[src/rtl/pong_pkg.sv]
// Shared encodings for the pong match controller.
// State and winner codes are visible on debug/status ports.
package pong_pkg;

    typedef enum logic [2:0] {
        ST_IDLE       = 3'd0,
        ST_SERVE_WAIT = 3'd1,
        ST_PLAY       = 3'd2,
        ST_PAUSED     = 3'd3,
        ST_GAME_OVER  = 3'd4
    } state_e;

    typedef enum logic [1:0] {
        WIN_NONE = 2'b00,
        WIN_P1   = 2'b01,
        WIN_P2   = 2'b10
    } winner_e;

    localparam logic DIR_P1 = 1'b0;
    localparam logic DIR_P2 = 1'b1;

endpackage

[src/rtl/pong_serve_timer.sv]
// Serve delay countdown: load restarts it, done pulses once
// on the last cycle of the delay window.
module pong_serve_timer #(
    parameter int unsigned DELAY_CLKS = 25000000
) (
    input  logic i_Clk,
    input  logic i_Rst_L,
    input  logic i_Load,
    output logic o_Done
);

    localparam int unsigned CW = $clog2(DELAY_CLKS + 1);
    localparam logic [CW-1:0] LOAD_VAL = CW'(DELAY_CLKS);
    localparam logic [CW-1:0] ONE = CW'(1);

    logic [CW-1:0] cnt_q, cnt_d;

    always_comb begin
        cnt_d = cnt_q;
        if (i_Load) begin
            cnt_d = LOAD_VAL;
        end else if (cnt_q != '0) begin
            cnt_d = cnt_q - ONE;
        end
    end

    always_ff @(posedge i_Clk or negedge i_Rst_L) begin
        if (!i_Rst_L) begin
            cnt_q <= '0;
        end else begin
            cnt_q <= cnt_d;
        end
    end

    assign o_Done = !i_Load && (cnt_q == ONE);

endmodule

[src/rtl/pong_match_ctrl.sv]
// Pong match sequencing: serve delay, scoring, pause and win detection.
// Every output is a register; next values are computed from state_d.
module pong_match_ctrl
    import pong_pkg::*;
#(
    parameter int unsigned WIN_SCORE        = 9,
    parameter int unsigned SERVE_DELAY_CLKS = 25000000
) (
    input  logic       i_Clk,
    input  logic       i_Rst_L,
    input  logic       i_Start,
    input  logic       i_P1_Point,
    input  logic       i_P2_Point,
    input  logic       i_Pause,
    output logic       o_Ball_Enable,
    output logic       o_Ball_Reset,
    output logic       o_Serve_Dir,
    output logic [3:0] o_P1_Score,
    output logic [3:0] o_P2_Score,
    output logic [1:0] o_Winner,
    output logic [2:0] o_State
);

    localparam logic [3:0] WIN = 4'(WIN_SCORE);

    state_e     state_q, state_d;
    winner_e    win_q, win_d;
    logic [3:0] p1_q, p1_d;
    logic [3:0] p2_q, p2_d;
    logic       dir_q, dir_d;
    logic       en_q, en_d;
    logic       brst_q, brst_d;
    logic       load;
    logic       done;
    logic       p1_hit, p2_hit;
    logic [3:0] p1_inc, p2_inc;

    pong_serve_timer #(
        .DELAY_CLKS(SERVE_DELAY_CLKS)
    ) u_timer (
        .i_Clk  (i_Clk),
        .i_Rst_L(i_Rst_L),
        .i_Load (load),
        .o_Done (done)
    );

    // A simultaneous pair of point pulses is ambiguous and dropped.
    assign p1_hit = i_P1_Point & ~i_P2_Point;
    assign p2_hit = i_P2_Point & ~i_P1_Point;
    assign p1_inc = p1_q + 4'd1;
    assign p2_inc = p2_q + 4'd1;

    always_comb begin
        state_d = state_q;
        win_d   = win_q;
        p1_d    = p1_q;
        p2_d    = p2_q;
        dir_d   = dir_q;
        brst_d  = 1'b0;
        load    = 1'b0;
        if (i_Start) begin
            state_d = ST_SERVE_WAIT;
            win_d   = WIN_NONE;
            p1_d    = '0;
            p2_d    = '0;
            dir_d   = DIR_P1;
            brst_d  = 1'b1;
            load    = 1'b1;
        end else begin
            case (state_q)
                ST_SERVE_WAIT: begin
                    if (done) state_d = ST_PLAY;
                end
                ST_PLAY: begin
                    if (p1_hit) begin
                        p1_d = p1_inc;
                        if (p1_inc == WIN) begin
                            state_d = ST_GAME_OVER;
                            win_d   = WIN_P1;
                        end else begin
                            state_d = ST_SERVE_WAIT;
                            dir_d   = DIR_P2;
                            brst_d  = 1'b1;
                            load    = 1'b1;
                        end
                    end else if (p2_hit) begin
                        p2_d = p2_inc;
                        if (p2_inc == WIN) begin
                            state_d = ST_GAME_OVER;
                            win_d   = WIN_P2;
                        end else begin
                            state_d = ST_SERVE_WAIT;
                            dir_d   = DIR_P1;
                            brst_d  = 1'b1;
                            load    = 1'b1;
                        end
                    end else if (i_Pause) begin
                        state_d = ST_PAUSED;
                    end
                end
                ST_PAUSED: begin
                    if (i_Pause) state_d = ST_PLAY;
                end
                default: ;
            endcase
        end
        en_d = (state_d == ST_PLAY);
    end

    always_ff @(posedge i_Clk or negedge i_Rst_L) begin
        if (!i_Rst_L) begin
            state_q <= ST_IDLE;
            win_q   <= WIN_NONE;
            p1_q    <= '0;
            p2_q    <= '0;
            dir_q   <= DIR_P1;
            en_q    <= 1'b0;
            brst_q  <= 1'b0;
        end else begin
            state_q <= state_d;
            win_q   <= win_d;
            p1_q    <= p1_d;
            p2_q    <= p2_d;
            dir_q   <= dir_d;
            en_q    <= en_d;
            brst_q  <= brst_d;
        end
    end

    assign o_State       = state_q;
    assign o_Winner      = win_q;
    assign o_P1_Score    = p1_q;
    assign o_P2_Score    = p2_q;
    assign o_Serve_Dir   = dir_q;
    assign o_Ball_Enable = en_q;
    assign o_Ball_Reset  = brst_q;

endmodule

[config.mk]
export PLATFORM = sky130hd
export DESIGN_NAME = pong_match_ctrl
export DESIGN_NICKNAME = d
export VERILOG_FILES = /design/src/rtl/pong_pkg.sv /design/src/rtl/pong_serve_timer.sv /design/src/rtl/pong_match_ctrl.sv
export SDC_FILE = /design/constraint.sdc
export NUM_CORES = 1
export LEC_CHECK = 0
export BUFFER_PORTS_ARGS = -buffer_cell sky130_fd_sc_hd__buf_2
export CORE_AREA = 2 2 53 92
export CTS_CLUSTER_SIZE = 8
export DETAILED_ROUTE_END_ITERATION = 12
export DIE_AREA = 0 0 55 94
export PLACE_DENSITY = 0.78
export SKIP_CTS_REPAIR_TIMING = 1
export SLEW_MARGIN = 20
export SYNTH_ARGS = -nofsm -noshare
export SYNTH_HDL_FRONTEND = slang
export SYNTH_SLANG_ARGS = --single-unit
[constraint.sdc]
create_clock -name i_Clk -period 5 [get_ports i_Clk]
set_input_delay 0.5 -clock i_Clk [delete_from_list [all_inputs] [get_ports i_Clk]]
set_output_delay 0.5 -clock i_Clk [all_outputs]
set_load 0.01 [all_outputs]
==> flow_summary_export.csv <==
group,metric,value,unit
global_routing,grt_pass1_vias,1936,
worst_setup_path,critPathMaxStageDelay,690,ps
global_routing,grt_max_degree,42,
floorplanning,rows,32,
logic_synthesis,avgSynthCellArea,9.27,µm²
sta,final_max_slew_viol_count,0,
floorplanning,initial_utilization,53.9,%
logic_synthesis,synth_common_cells,"dfrtp_1, nor2_1, nand3_1",
logic_synthesis,synth_edf_count,0,
global_routing,gr-total-overflow,0,
run_status,status,"finished clean",
power,swShare,28.9,%
logic_synthesis,syn_inst,256,
sta,fin_crit_sh,52.2,%
logic_synthesis,synthArstFlopShare,100,%
floorplanning,die_w,55,µm
global_routing,antenna_found_initial,0,
logic_synthesis,synth_top_area_share,43.2,%
logic_synthesis,yosys_warnings,0,
clock_tree,cts_max_path_buffers,2,
power,power_frac_seq,50.5,%
place,io_buffers,21,
floorplanning,die_area,0.00517,mm²
cells_and_area,n_antenna_cell,0,
logic_synthesis,syn-cell-area,0.00237,mm²
detailed_routing,drcViolationCount,0,
detailed_routing,vias,2061,
logic_synthesis,synth_top_flop_cell,"dfrtp_1",
worst_setup_path,path_cells,"nor3b_1, nand2_1, o221a_2, inv_1, o21ai_0",
detailed_routing,first_pass_iters,4,
logic_synthesis,ys_types,49,
worst_setup_path,path_max_fanout,16,
sta,final.setup.tns,0,ps
clock_tree,worstSkewPairLatency,290,ps
detailed_routing,wl_per_cell,15.7,µm
sta,fmax,383,MHz
worst_setup_path,cp.required,5160,ps
place,dpl.hpwl,3.76,mm
power,intPower,509,µW
clock_tree,cts_buffers,5,
worst_setup_path,critPathLaunch,"o_State[2]",
logic_synthesis,synth_most_common_cell,"dfrtp_1",
sta,fin_skew,4.74,ps
logic_synthesis,synth_nets,269,
floorplanning,core_area,0.00440,mm²
power,switching_power,207,µW
worst_setup_path,crit_family,"simple AND/OR/NAND/NOR gates",
place,dp_cells,321,
clock_tree,root_buffer,"clkbuf_8",
place,placed_cell_area,0.00250,mm²
sta,worst_pin_slew,898,ps
global_routing,grt_pass1_wl,8.63,mm
clock_tree,htreeDepth,2,
logic_synthesis,synth_area_leader_cell,"dfrtp_1",
clock_tree,cts_tree,"done",
detailed_routing,final_antenna_net_count,0,
worst_setup_path,critPathLaunchType,"flip-flop",
global_routing,grt_usage,22.9,%
sta,finalHoldViolCount,0,
power,ir_drop,0.192,mV
power,p_clk_share,33.4,%
detailed_routing,viasPerCell,6.26,
sta,setup_viol,0,
job,maxCapViolCount,0,
logic_synthesis,synth_area_leaders,"dfrtp_1, nor2_1, ha_1, nand3_1, a21oi_1",
logic_synthesis,yosysSeqAreaShare,43.2,%
clock_tree,cts_num_sinks,41,
logic_synthesis,ys_ff_latch,41,
worst_setup_path,ff2ff_path_depth,5,
sta,relSlewSlack,40.1,%
floorplanning,die_y,94,µm
cells_and_area,nFillCells,409,
floorplanning,ioPinCount,22,
cells_and_area,stdcell_area,0.00262,mm²
worst_setup_path,cpMaxStageDelayCell,"nor3b_1",
power,p_leak,0.00106,µW
power,combPwrFrac,16.1,%
worst_setup_path,worstReg2RegStart,"o_State[2]",
worst_hold_path,hp-class,"in2async",
worst_setup_path,arrival,2770,ps
sta,period_needed,2610,ps
cells_and_area,drive_gt1_share,16.2,%
detailed_routing,drt-total-wl,5.15,mm
worst_setup_path,cp_num_buf_inv,1,
place,place.gp.congestion,0.806,
worst_setup_path,crit_type,"reg2reg",
power,p_per_area,274,mW/mm²
cells_and_area,stdcell_count,329,
sta,rsz0062_at_grt,"false",
worst_setup_path,crit_path_end_kind,"flip-flop",
cells_and_area,area_delta_synth_final,10.2,%
cells_and_area,nNetsFinal,290,
worst_setup_path,critical_path_cell_count,5,
clock_tree,clk_pin_slew,80,ps
detailed_routing,drt_iter0_drc,62,
cells_and_area,final_util,59.4,%
metal layers:
layer	part of all wire, %	GRT usage (%)
met4	3.5	11.4
met1	38	24.8
met5	0	0
met2	54	41.0
met3	4.6	3.03
final timing paths:
check | to | slack [ps]
hold reg to reg | u_timer.cnt_q[13] | 560
max in group asynchronous | u_timer.cnt_q[22] | 4120
hold / removal | o_P1_Score[2] | 320
setup / recovery | o_State[1] | 2390
setup reg to reg | o_State[1] | 2390
min in group i_Clk | o_Winner[0] | 500
worst reg2reg max path, stage by stage, from the launching register on:
cell     delay (ps)
dfrtp_1         440
nor3b_1         690
nand2_1         310
o221a_2         440
inv_1           420
o21ai_0         170
cells in the final DEF, fill, tap and decap left out, types with 5 or more instances in the layout:
cell	synthesis	final
clkbuf_8	0	7
or4_1	5	5
o21ai_1	8	8
nor3_1	5	5
nor2b_1	5	5
ha_1	7	7
xnor2_1	8	8
a31oi_1	8	8
and4_1	5	5
inv_1	14	14
a21oi_1	15	15
nor2_1	28	28
dfrtp_1	41	41
nand2_1	14	14
nand3_1	16	16
o21ai_0	11	11
buf_2	2	21
or3_1	8	8
flip-flops by register name, indices dropped and copies added (netlist names):
| register | cells |
|---|---|
| u_timer.cnt_q | 25 |
| o_State | 3 |
| o_Winner | 2 |
| o_Ball_Reset | 1 |
| o_Serve_Dir | 1 |
| o_Ball_Enable | 1 |
| o_P2_Score | 4 |
| o_P1_Score | 4 |
final cells by class:
type	instances	area (µm²)	share of cell area [%]
Clock buffer	7	96.3	3.68
Clock inverter	1	5.00	0.191
Inverter	14	52.6	2.01
Multi-Input combinational cell	194	1270	48.4
Sequential cell	41	1030	39.2
Tap cell	51	63.8	2.44
Timing Repair Buffer	21	105	4.02
power groups by stage:
stage	clock [µW]	combinational, µW	sequential (µW)
after global placement	0	111	367
after CTS	244	113	361
after detailed placement	0	112	368
after global routing	257	129	364
after floorplan	0	83.3	365
final	239	115	362
cell families after synthesis:
group / after synthesis / synth area share, %
AO/OA/AOI/OAI: 64 / 17.5
XOR/XNOR: 10 / 3.69
adder cells (fa/ha/maj): 7 / 3.69
buffers and inverters: 21 / 3.74
flip-flops: 41 / 43.2
multiplexers: 1 / 0.422
AND/OR/NAND/NOR: 112 / 27.7
stage by stage:
step                hold slack (ps)  worst slack, ps  total power [µW]
finish                          324             2390               716
global placement                517             2520               478
floorplan                       204             2910               448
global route                    395             2200               750
detailed placement              536             2380               480
CTS                             351             2380               718
No activity file was read; power rests on OpenSTA's default activity.
